--- config.mk ---
export PLATFORM = sky130hd
export DESIGN_NAME = dmem_arbiter
export DESIGN_NICKNAME = d
export VERILOG_FILES = /design/src/rtl/dmem_arbiter.sv
export SDC_FILE = /design/constraint.sdc
export NUM_CORES = 1
export LEC_CHECK = 0
export BUFFER_PORTS_ARGS = -buffer_cell sky130_fd_sc_hd__buf_4
export CAP_MARGIN = 20
export CORE_AREA = 2 2 115 117
export DETAILED_ROUTE_END_ITERATION = 12
export DIE_AREA = 0 0 117 119
export REMOVE_ABC_BUFFERS = 1
export SYNTH_ARGS = -nofsm -noshare
export SYNTH_HDL_FRONTEND = slang
export SYNTH_SLANG_ARGS = --single-unit
--- constraint.sdc ---
create_clock -name clk -period 2.2 [get_ports clk]
set_input_delay 0.33 -clock clk [delete_from_list [all_inputs] [get_ports clk]]
set_output_delay 0.33 -clock clk [all_outputs]
set_load 0.05 [all_outputs]
--- src/rtl/dmem_arbiter.sv ---
// Arbiter sharing one single-port synchronous D-MEM between the CPU MEM stage and a
// debug/loader port. CPU has priority; a starvation counter forces a debug slot.
module dmem_arbiter #(
    parameter int DBITS        = 32,
    parameter int DMEMADDRBITS = 16,
    parameter int DMEMWORDBITS = 2,
    parameter int MAXWAIT      = 4,
    parameter int CNTBITS      = 16
) (
    input  logic                                 clk,
    input  logic                                 RESET_N,
    input  logic                                 cpu_req,
    input  logic                                 cpu_we,
    input  logic [DBITS-1:0]                     cpu_addr,
    input  logic [DBITS-1:0]                     cpu_wdata,
    output logic                                 cpu_stall,
    output logic                                 cpu_rvalid,
    output logic [DBITS-1:0]                     cpu_rdata,
    input  logic                                 dbg_req,
    input  logic                                 dbg_we,
    input  logic [DBITS-1:0]                     dbg_addr,
    input  logic [DBITS-1:0]                     dbg_wdata,
    output logic                                 dbg_gnt,
    output logic                                 dbg_rvalid,
    output logic [DBITS-1:0]                     dbg_rdata,
    output logic                                 mem_en,
    output logic                                 mem_we,
    output logic [DMEMADDRBITS-DMEMWORDBITS-1:0] mem_addr,
    output logic [DBITS-1:0]                     mem_wdata,
    input  logic [DBITS-1:0]                     mem_rdata,
    output logic [CNTBITS-1:0]                   conflict_cnt
);

    localparam int                 WAWIDTH  = (MAXWAIT > 0) ? $clog2(MAXWAIT + 1) : 1;
    localparam logic [WAWIDTH-1:0] WAIT_MAX = WAWIDTH'(MAXWAIT);

    typedef enum logic [1:0] {
        IDLE   = 2'd0,
        RD_CPU = 2'd1,
        RD_DBG = 2'd2
    } rd_state_e;

    rd_state_e          state_q, state_d;
    logic [WAWIDTH-1:0] wait_cnt_q, wait_cnt_d;
    logic [CNTBITS-1:0] conflict_q, conflict_d;
    logic [DBITS-1:0]   cpu_rdata_q, dbg_rdata_q;

    logic force_dbg;
    logic cpu_gnt_w;
    logic dbg_gnt_w;
    logic stall_w;

    // Address bits outside the decoded word field are intentionally ignored.
    logic unused_addr_bits;
    assign unused_addr_bits = ^{cpu_addr[DBITS-1:DMEMADDRBITS], cpu_addr[DMEMWORDBITS-1:0],
                                dbg_addr[DBITS-1:DMEMADDRBITS], dbg_addr[DMEMWORDBITS-1:0]};

    // Internal grants feed state; the port copies are forced low while in reset.
    always_comb begin
        force_dbg = dbg_req && (wait_cnt_q == WAIT_MAX);
        cpu_gnt_w = cpu_req && !force_dbg;
        dbg_gnt_w = dbg_req && (!cpu_req || force_dbg);
        stall_w   = cpu_req && !cpu_gnt_w;
    end

    assign dbg_gnt      = RESET_N & dbg_gnt_w;
    assign cpu_stall    = RESET_N & stall_w;
    assign conflict_cnt = conflict_q;

    // NOTE: every always_comb output gets a default first so no path leaves it unassigned (no latch).
    always_comb begin
        mem_en    = 1'b0;
        mem_we    = 1'b0;
        mem_addr  = '0;
        mem_wdata = '0;
        if (RESET_N) begin
            if (cpu_gnt_w) begin
                mem_en    = 1'b1;
                mem_we    = cpu_we;
                mem_addr  = cpu_addr[DMEMADDRBITS-1:DMEMWORDBITS];
                mem_wdata = cpu_wdata;
            end else if (dbg_gnt_w) begin
                mem_en    = 1'b1;
                mem_we    = dbg_we;
                mem_addr  = dbg_addr[DMEMADDRBITS-1:DMEMWORDBITS];
                mem_wdata = dbg_wdata;
            end
        end
    end

    always_comb begin
        wait_cnt_d = wait_cnt_q;
        if (!dbg_req || dbg_gnt_w) begin
            wait_cnt_d = '0;
        end else if (wait_cnt_q != WAIT_MAX) begin
            wait_cnt_d = wait_cnt_q + WAWIDTH'(1);
        end
    end

    always_comb begin
        conflict_d = conflict_q;
        if (stall_w && (conflict_q != {CNTBITS{1'b1}})) begin
            conflict_d = conflict_q + CNTBITS'(1);
        end
    end

    // Read-return FSM: the state names which port owns the RAM data this cycle.
    always_comb begin
        state_d    = IDLE;
        cpu_rvalid = 1'b0;
        dbg_rvalid = 1'b0;
        cpu_rdata  = cpu_rdata_q;
        dbg_rdata  = dbg_rdata_q;

        case (state_q)
            RD_CPU: begin
                cpu_rvalid = 1'b1;
                cpu_rdata  = mem_rdata;
            end
            RD_DBG: begin
                dbg_rvalid = 1'b1;
                dbg_rdata  = mem_rdata;
            end
            default: ;
        endcase

        if (cpu_gnt_w && !cpu_we) begin
            state_d = RD_CPU;
        end else if (dbg_gnt_w && !dbg_we) begin
            state_d = RD_DBG;
        end
    end

    // NOTE: sequential state uses non-blocking assignments so every flop samples pre-edge values.
    always_ff @(posedge clk or negedge RESET_N) begin
        if (!RESET_N) begin
            state_q     <= IDLE;
            wait_cnt_q  <= '0;
            conflict_q  <= '0;
            cpu_rdata_q <= '0;
            dbg_rdata_q <= '0;
        end else begin
            state_q     <= state_d;
            wait_cnt_q  <= wait_cnt_d;
            conflict_q  <= conflict_d;
            cpu_rdata_q <= cpu_rdata;
            dbg_rdata_q <= dbg_rdata;
        end
    end

endmodule

==> results of run 1 <==
-- power by group through the flow --
stage	combinational, mW	sequential, mW	clock, mW
floorplan	1.45	1.87	0
global placement	2.19	1.87	0
detailed placement	2.21	1.88	0
CTS	2.30	1.85	1.57
global route	2.41	1.87	1.64
finish	2.31	1.85	1.52
-- cells in the final DEF, fill, tap and decap left out, drive strengths merged --
| master | count |
|---|---|
| xor2 | 13 |
| nor2 | 10 |
| and4 | 2 |
| and3 | 3 |
| nor2b | 1 |
| and2 | 1 |
| inv | 6 |
| nor3 | 3 |
| or3 | 1 |
| dlygate4sd3 | 1 |
| mux2 | 65 |
| nand4b | 1 |
| a21oi | 1 |
| nor3b | 2 |
| a22o | 46 |
| nor4b | 2 |
| and4b | 1 |
| nor4 | 5 |
| buf | 280 |
| clkinv | 1 |
| ha | 3 |
| nand4 | 3 |
| dfrtp | 85 |
| or2 | 1 |
| clkinvlp | 2 |
| nand2b | 1 |
| bufinv | 1 |
| nand2 | 8 |
| xnor2 | 3 |
| clkbuf | 12 |
| nand3 | 7 |
-- final timing paths --
kind	start	to	slack [ns]
worst max-delay path	wait_cnt_q[1]	mem_addr[10]	-0.1
worst min-delay path	RESET_N	wait_cnt_q[2]	0.08
worst max register to register	wait_cnt_q[1]	conflict_cnt[13]	0.31
worst min register to register	conflict_cnt[15]	conflict_cnt[15]	0.49
max in group asynchronous	RESET_N	cpu_rdata_q[25]	1.51
min in group clk	cpu_we	state_q[0]	0.15
-- cells by family (layout without fill, tap and decap cells) --
logic type                 Yosys count  after routing  share of synthesized area [%]
DFF                                 85             85                           54.5
muxes                               65             65                           18.7
and+or+nand+nor                     52             52                           8.94
AOI/OAI and AO/OA                   47             47                           10.4
buffers and inverters               23            303                           2.85
xor gates and xnor gates            16             16                           3.59
adders and majority gates            3              3                          0.961
-- state kept, by name, indices dropped and copies added (netlist names) --
register and flops:
dbg_rdata_q 32, cpu_rdata_q 32, conflict_cnt 16, state_q 2, wait_cnt_q 3
-- area by class of cell --
class | count | area (um2) | share of cell area [%]
clock buffers | 10 | 229 | 3.32
clock inverters | 6 | 70.1 | 1.02
inverters | 4 | 15.0 | 0.218
multi-input cells | 183 | 1720 | 24.9
flip-flops and latches | 85 | 2130 | 30.9
well taps | 176 | 220 | 3.19
repair buffers | 283 | 2520 | 36.5
-- repair_timing --
action,in CTS,in global routing
cloned,4,2
endpoints found under the hold margin,2,2
setup buffers,6,2
gates resized for setup,57,10
endpoints found under the setup margin,47,48
pin swaps,6,7
-- worst reg2reg max path, cell delays in order (launching register included) --
cell	delay, ns
dfrtp_1	0.38
inv_1	0.06
ha_2	0.19
buf_4	0.10
buf_4	0.09
nand4_1	0.14
or3_4	0.47
nor4b_4	0.23
xor2_1	0.16
-- metal layers --
layer | part of all wire (%) | vias to the layer above | wire, um | GRT usage, %
met5 | 0.10 | - | 13 | 0
met4 | 1.9 | 2 | 243 | 5.59
met3 | 9.2 | 20 | 1190 | 6.72
met2 | 48 | 162 | 6110 | 28.3
met1 | 41 | 1684 | 5290 | 22.1
li1 | - | 1620 | - | -
-- per-stage QoR --
step / instances / cell area [um2] / util (%)
final: 747 / 6890 / 53.5
after CTS: 741 / 6750 / 52.4
after detailed placement: 715 / 6090 / 47.3
after floorplan: 272 / 3810 / -
after global placement: 715 / 6090 / 47.3
after global routing: 747 / 6890 / 53.5
==> reports/qor.yml, run 1 <==
p_switching_mw: 2.16
io_pins: 298
synth-seq-area-share_pct: 54.5
grt_max_degree: 84
seqPwrFrac_pct: 32.5
synth_commonest_cells: "dfrtp_1 (85), mux2_2 (64), a22o_1 (46), buf_2 (14), xor2_1 (13)"
rsz0062_at_grt: "yes"
fp.dieW_um: 117
h-tree-depth: 3
die_area_mm2: 0.0139
wire_per_inst_um: 17.2
antenna_cells: 0
avgSynthCellArea_um2: 13.4
hold_viol: 0
clk_pin_slew_worst_paths_ns: 0.06
synthTopCellsByArea: "dfrtp_1 (54%), mux2_2 (18%), a22o_1 (10%)"
async_reset_ff_share_pct: 100
crit_chain: "inv_1, ha_2, nand3_2, nand2_2, and3_4, buf_6, buf_12, a22o_1, buf_6"
crit_family: "buffers and inverters"
required_ns: 1.87
insertion_delay_ns: 0.34
tritoncts: "yes"
worst_pin_slew_ns: 0.529
totalWireLength_mm: 12.8
grt_usage_pct: 17.7
netlist_area_mm2: 0.00390
max_stage_delay_ns: 0.38
yosys_warnings: 0
finalHoldWorstSlack_ns: 0.0822
max-vdd-ir-drop_v: 0.000380
max_slew_margin_pct: 64.7
cp-start-kind: "flip-flop"
leakage_nw: 3.37
slowest_stage: "dfrtp_1"
crit_type: "flip-flop to output pin"
setup_violations: 46
antenna_found_initial: 1
slew_violations: 0
p_clk_share_pct: 26.8
start_util_pct: 30.3
r2r.worst_path.cells: 8
synthFlopType: "dfrtp_1"
first_global_vias: 3576
pwr-share-comb_pct: 40.7
gp_congestion: 0.766
dpl.hpwl_mm: 8.78
worst-path-buf-inv: 4
p_sw_share_pct: 38.1
dr.pass1.iters: 4
fin_skew_ns: 0.00473
fmax_ghz: 0.435
num_vias: 3488
viasPerCell: 4.67
maxCapViolations: 0
fin_tns_setup_ns: -2.55
final_nets: 735
synth.largest_area_cell: "dfrtp_1"
drcViolationCount: 0
holdCritPathClass: "primary input to asynchronous set/reset pin"
final.period_utilization_pct: 105
run_status: "finished, violations left"
endpoint_kind: "output pin"
power_density_mw_per_mm2: 824
internal-power_mw: 3.51
synth-seq-cells: 85
synth_cells: 291
cts_num_sinks: 85
cp_max_fo: 6
grt_first_pass_wirelength_mm: 18.9
dieHeight_um: 119
io_buffers: 261
cp.depth: 9
drt_iter0_markers: 139
violations: "negative setup slack"
finalCriticalPeriod_ns: 2.30
syn2layout_area_growth_pct: 76.5
synth.most_common_cell: "dfrtp_1"
cts_root_buffer: "clkbuf_16"
fin_ws_ns: -0.0999
std_cell_rows: 42
clockBufferDepth: 2
overflow: 0
drive_gt1_share_pct: 66.5
p_total_mw: 5.68
synth-edff-count: 0
path_common_cell: "buf_6"
synth_top_area_share_pct: 54.5
crit_arrival_ns: 1.97
numCtsBuffers: 9
ys_types: 33
core_mm2: 0.0129
preCtsSetupSlack_ns: 0.154
postRouteAntennaNets: 0
num-fill-cells: 1111
No activity file was read; power rests on OpenSTA's default activity.
==> run 2: changes to the inputs <==
--- a/config.mk
+++ b/config.mk
@@ -7,9 +7,11 @@
 export LEC_CHECK = 0
 export BUFFER_PORTS_ARGS = -buffer_cell sky130_fd_sc_hd__buf_4
 export CAP_MARGIN = 20
-export CORE_AREA = 2 2 115 117
+export CORE_AREA = 2 2 117 119
+export CTS_BUF_LIST = sky130_fd_sc_hd__clkbuf_2
 export DETAILED_ROUTE_END_ITERATION = 12
-export DIE_AREA = 0 0 117 119
+export DIE_AREA = 0 0 119 121
+export GPL_TIMING_DRIVEN = 0
 export REMOVE_ABC_BUFFERS = 1
 export SYNTH_ARGS = -nofsm -noshare
 export SYNTH_HDL_FRONTEND = slang
==> reports/qor.yml, run 2 (same netlist as run 1, synthesis figures left out) <==
run_status: "finished, violations left"  # unchanged
violations: "negative hold slack, negative setup slack"  # was negative setup slack
viasPerCell: 4.80  # was 4.67
required_ns: 1.87  # about the same
io_pins: 298  # unchanged
instances_no_fill: 828  # was 747
totalWireLength_mm: 16.6  # was 12.8 mm
hold_viol: 85  # was 0
numCtsBuffers: 9  # unchanged
start_util_pct: 29.8  # was 30.3%
slew_violations: 0  # unchanged
cts_num_sinks: 85  # unchanged
antenna_found_initial: 0  # was 1
maxCapViolations: 0  # unchanged
antenna_cells: 0  # unchanged
rsz0062_at_grt: "yes"  # unchanged
fin_tns_setup_ns: -16.86  # was -2.55 ns
layout_commonest_cell: "buf_4"  # unchanged
grt_use_met1_pct: 26.8  # was 22.1%
endpoint_kind: "output pin"  # unchanged
die_area_mm2: 0.0144  # was 0.0139 mm2
drt_iter0_markers: 213  # was 139
num-fill-cells: 1011  # was 1,111
worst_pin_slew_ns: 0.512  # was 0.529 ns
fin_skew_ns: 0.0200  # was 0.00473 ns
crit_type: "flip-flop to output pin"  # unchanged
first_global_vias: 4284  # was 3,576
clockBufferDepth: 2  # unchanged
seq_area_mm2: 0.00213  # about the same
max-vdd-ir-drop_v: 0.000256  # was 0.000380 V
crit_arrival_ns: 2.15  # was 1.97 ns
cp-start-kind: "flip-flop"  # unchanged
insertion_delay_ns: 0.54  # was 0.34 ns
num_vias: 3975  # was 3,488
fp.dieW_um: 119  # was 117 um
power_density_mw_per_mm2: 689  # was 824 mW/mm2
cts_root_buffer: "clkbuf_2"  # was clkbuf_16
dpl.hpwl_mm: 9.01  # was 8.78 mm
fmax_ghz: 0.403  # was 0.435 GHz
cts_hold_buffers: 34
overflow: 0  # unchanged
multi_input_area_mm2: 0.00214  # was 0.00172 mm2
use_met2_pct: 39.5  # was 28.3%
setup_violations: 112  # was 46
syn2layout_area_growth_pct: 107  # was 76.5%
clk_pin_slew_worst_paths_ns: 0.22  # was 0.06 ns
preCtsSetupSlack_ns: -1.08  # was 0.154 ns
dieHeight_um: 121  # was 119 um
tritoncts: "yes"  # unchanged
grt_first_pass_wirelength_mm: 24.4  # was 18.9 mm
final_nets: 819  # was 735
use_met3_pct: 4.18  # was 6.72%
grt_usage_pct: 22.2  # was 17.7%
finalCriticalPeriod_ns: 2.48  # was 2.30 ns
gp_congestion: 0.722  # was 0.766
dr.pass1.iters: 5  # was 4
final.period_utilization_pct: 113  # was 105%
wire_per_inst_um: 20.0  # was 17.2 um
grt_max_degree: 95  # was 84
std_cell_rows: 42  # unchanged
leakage_nw: 3.99  # was 3.37 nW
h-tree-depth: 3  # unchanged
holdCritPathClass: "primary input to asynchronous set/reset pin"  # unchanged
drcViolationCount: 0  # unchanged
max_slew_margin_pct: 65.8  # was 64.7%
finish.utilization_pct: 61.6  # was 53.5%
grt_busiest_layer: "met2"  # unchanged
cp_max_fo: 5  # was 6
postRouteAntennaNets: 0  # unchanged
finalHoldWorstSlack_ns: -0.331  # was 0.0822 ns
fin_ws_ns: -0.284  # was -0.0999 ns
final_cell_mix: "buf_4 (177), buf_6 (94), dfrtp_1 (83)"  # was buf_4 (218), dfrtp_1 (85), mux2_2 (64)
io_buffers: 261  # unchanged
dp_cells: 710  # was 715
drive_gt1_share_pct: 66.4  # was 66.5%
core_mm2: 0.0131  # was 0.0129 mm2
run 2: changes by cell type in the layout (fill, tap and decap cells not counted), moves of 5 or more:
cell,before,now
buf_4,218,177
mux2_2,64,10
nand2b_4,0,5
and3_4,1,6
buf_8,1,35
clkbuf_16,11,0
clkbuf_2,0,10
buf_6,51,94
dlygate4sd3_1,1,34
mux2_4,0,54
run 2: report_power, final:
group          switching [mW]  internal [mW]  total [mW]
Combinational            1.67           1.36        3.03
Clock                   0.521          0.129       0.651
Sequential             0.0799           1.79        1.87
Total                    2.27           3.28        5.55
run 2: stage by stage:
| step | total power [mW] | area, um2 |
|---|---|---|
| floorplan | 3.32 | 3810 |
| global placement | 4.05 | 5990 |
| detailed placement | 4.09 | 6020 |
| CTS | 5.40 | 7830 |
| global route | 5.75 | 8060 |
| finish | 5.55 | 8060 |
run 2: area by class of cell:
cell class	count	area share (%)
clock buffers	10	0.621
clock inverters	3	0.202
inverters	4	0.186
multi-input cells	199	26.6
flip-flops and latches	85	26.4
well taps	176	2.73
repair buffers	351	43.3
run 2: layer usage:
layer,vias to the layer above,part of all wire (%),wire [um]
met5,-,0,0
met4,0,2.2,358
met3,27,5.2,866
met2,183,53,8700
met1,1954,40,6640
li1,1811,-,-
run 2: final timing paths:
| check | cells past startpoint | startpoint | endpoint | slack, ns |
|---|---|---|---|---|
| worst max-delay path | 7 | wait_cnt_q[0] | mem_addr[9] | -0.28 |
| worst min-delay path | 1 | RESET_N | cpu_rdata_q[18] | -0.33 |
| worst max register to register | 7 | wait_cnt_q[0] | conflict_cnt[13] | 0.31 |
| worst min register to register | 1 | conflict_cnt[15] | conflict_cnt[15] | 0.51 |
| max in group asynchronous | 1 | RESET_N | state_q[1] | 2.13 |
| min in group clk | 3 | dbg_req | state_q[1] | 0.07 |
run 2: what timing repair did:
item | in CTS | in global routing
gates resized for setup | 223 | 43
endpoints found under the setup margin | 119 | 114
pin swaps | 36 | 17
buffers inserted | 38 | 18
hold endpoints to repair | 140 | 85
gates cloned | 19 | 0
run 2: worst max-delay path: stages (launching register included):
cell and delay (ns):
dfrtp_1 0.45, inv_2 0.08, ha_4 0.14, nand3_4 0.17, nand2_8 0.13, and3_2 0.31, a22o_1 0.17, buf_6 0.16
==> run 3: changes to the inputs <==
--- a/config.mk
+++ b/config.mk
@@ -7,11 +7,12 @@
 export LEC_CHECK = 0
 export BUFFER_PORTS_ARGS = -buffer_cell sky130_fd_sc_hd__buf_4
 export CAP_MARGIN = 20
-export CORE_AREA = 2 2 117 119
+export CORE_AREA = 2 2 116 118
 export CTS_BUF_LIST = sky130_fd_sc_hd__clkbuf_2
 export DETAILED_ROUTE_END_ITERATION = 12
-export DIE_AREA = 0 0 119 121
+export DIE_AREA = 0 0 118 120
 export GPL_TIMING_DRIVEN = 0
+export PLACE_DENSITY = 0.61
 export REMOVE_ABC_BUFFERS = 1
 export SYNTH_ARGS = -nofsm -noshare
 export SYNTH_HDL_FRONTEND = slang
==> constraint.sdc (replaced) <==
create_clock -name clk -period 2.9 [get_ports clk]
set_input_delay 0.435 -clock clk [delete_from_list [all_inputs] [get_ports clk]]
set_output_delay 0.435 -clock clk [all_outputs]
set_load 0.05 [all_outputs]
==> reports/qor.yml, run 3 (same netlist as run 1, synthesis figures left out) <==
run_status: "finished, final reports clean"  # was finished, violations left
power_density_mw_per_mm2: 585  # was 689 mW/mm2
layout_commonest_cell: "buf_4"  # unchanged
fp.dieW_um: 118  # was 119 um
internal-power_mw: 2.16  # was 3.28 mW
dp_cells: 710  # unchanged
dr.pass1.iters: 4  # was 5
drive_gt1_share_pct: 65.6  # was 66.4%
fin_skew_ns: 0.0210  # was 0.0200 ns
leakage_nw: 3.20  # was 3.99 nW
clk_pin_slew_worst_paths_ns: 0.26  # was 0.22 ns
worst_pin_slew_ns: 0.490  # was 0.512 ns
num_vias: 3543  # was 3,975
numCtsBuffers: 9  # unchanged
syn2layout_area_growth_pct: 64.8  # was 107%
antenna_found_initial: 2  # was 0
maxCapViolations: 0  # unchanged
seq_area_mm2: 0.00213  # about the same
hold_viol: 0  # was 85
seqPwrFrac_pct: 37.2  # was 33.7%
finalCriticalPeriod_ns: 2.68
gp_congestion: 0.762  # was 0.722
max-vdd-ir-drop_v: 0.000189  # was 0.000256 V
slew_violations: 0  # unchanged
ff2ff_setup_slack_ns: 0.88  # was 0.31 ns
postRouteAntennaNets: 0  # unchanged
dpl.hpwl_mm: 9.16  # was 9.01 mm
max_slew_margin_pct: 67.3  # was 65.8%
wire_per_inst_um: 17.8  # was 20.0 um
instances_no_fill: 746  # was 828
multi_input_area_mm2: 0.00180  # was 0.00214 mm2
io_buffers: 261  # unchanged
viasPerCell: 4.75  # was 4.80
drt_iter0_markers: 175  # was 213
final_nets: 733  # was 819
holdCritPathClass: "primary input to flip-flop"  # was primary input to asynchronous set/reset pin
p_sw_share_pct: 42.5  # was 40.9%
dieHeight_um: 120  # was 121 um
crit_arrival_ns: 2.24  # was 2.15 ns
p_total_mw: 3.76  # was 5.55 mW
tritoncts: "yes"  # unchanged
setup_violations: 0  # was 112
drcViolationCount: 0  # unchanged
final.period_utilization_pct: 92.3
clockBufferDepth: 2  # unchanged
endpoint_kind: "output pin"  # unchanged
cp_max_fo: 6  # was 5
overflow: 0  # unchanged
required_ns: 2.47  # was 1.87 ns
core_mm2: 0.0130  # was 0.0131 mm2
rsz0062_at_grt: "yes"  # unchanged
first_global_vias: 3538  # was 4,284
insertion_delay_ns: 0.53  # was 0.54 ns
worst_r2r_endpoint: "conflict_cnt[13]"  # unchanged
std_cell_rows: 42  # unchanged
min_to: "dbg_rdata_q[28]"
p_clk_share_pct: 17.3  # was 11.7%
io_pins: 298  # unchanged
crit_type: "flip-flop to output pin"  # unchanged
grt_usage_pct: 17.4  # was 22.2%
cts_root_buffer: "clkbuf_2"  # unchanged
p_switching_mw: 1.60  # was 2.27 mW
final_cell_mix: "buf_4 (262), dfrtp_1 (85), mux2_2 (64)"  # was buf_4 (177), buf_6 (94), dfrtp_1 (83)
start_util_pct: 30.1  # was 29.8%
grt_first_pass_wirelength_mm: 19.3  # was 24.4 mm
totalWireLength_mm: 13.3  # was 16.6 mm
hold_start: "mem_rdata[28]"
pwr-share-comb_pct: 45.5  # was 54.6%
r2r.worst_path.cells: 7  # unchanged
cts_num_sinks: 85  # unchanged
r2r-start: "wait_cnt_q[0]"  # unchanged
num-fill-cells: 1199  # was 1,011
whs_path_depth: 2
fmax_ghz: 0.373
h-tree-depth: 3  # unchanged
cp-start-kind: "flip-flop"  # unchanged
die_area_mm2: 0.0142  # was 0.0144 mm2
grt_max_degree: 90  # was 95
## run 3: repair_timing
item,4_1_cts,5_1_grt
endpoints found under the hold margin,87,85
gates cloned,5,4
pin swaps,4,9
setup endpoints to repair,47,80
setup buffers,0,6
resized for setup,8,8
hold buffers,2,2
## run 3: area by class of cell
type	count	area share, %
diodes	1	0.0389
clock buffers	9	0.700
clock inverters	7	1.30
inverters	4	0.233
multi-input cells	192	28.0
flip-flops and latches	85	33.1
well taps	176	3.42
repair buffers	272	33.3
## run 3: worst max path at each step
stage             startpoint             to
3_3_place_gp         RESET_N  mem_wdata[10]
2_1_floorplan     state_q[0]   dbg_rdata[0]
5_1_grt        wait_cnt_q[0]  mem_wdata[29]
4_1_cts        wait_cnt_q[0]   mem_wdata[7]
6_report       wait_cnt_q[0]    mem_addr[4]
3_5_place_dp         RESET_N    mem_addr[8]
## run 3: stage by stage
step / instance area [um2] / setup slack, ns / util [%] / setup TNS, ns / hold slack, ns
6_report: 6430 / 0.222 / 49.6 / 0 / 0.134
5_1_grt: 6430 / -0.0120 / 49.6 / -0.0398 / 0.00867
4_1_cts: 6240 / 0.0126 / 48.1 / 0 / -0.133
3_5_place_dp: 6020 / -0.577 / 46.4 / -24.74 / 0.468
3_3_place_gp: 5990 / -1.01 / 46.1 / -89.58 / 0.443
2_1_floorplan: 3810 / -0.655 / - / -39.51 / 0.139
## run 3: metal layers
layer / vias to the layer above / global-route usage, % / share of wire, %
li1: 1635 / - / -
met2: 172 / 27.3 / 48
met5: - / 0 / 0
met4: 0 / 3.99 / 0.78
met3: 11 / 6.46 / 8.8
met1: 1725 / 22.8 / 43
## run 3: critical path, stage by stage (launching register included)
cell	delay, ns
dfrtp_1	0.46
inv_1	0.07
ha_1	0.19
nand3_2	0.14
nand2_2	0.20
nor2_4	0.08
buf_4	0.16
a22o_1	0.22
buf_4	0.18
## run 3: power groups by stage
stage / logic [mW] / registers (mW) / clock network [mW]
detailed placement: 1.67 / 1.43 / 0
floorplan: 1.10 / 1.42 / 0
global route: 1.78 / 1.42 / 0.748
CTS: 1.69 / 1.40 / 0.697
global placement: 1.66 / 1.42 / 0
finish: 1.71 / 1.40 / 0.649
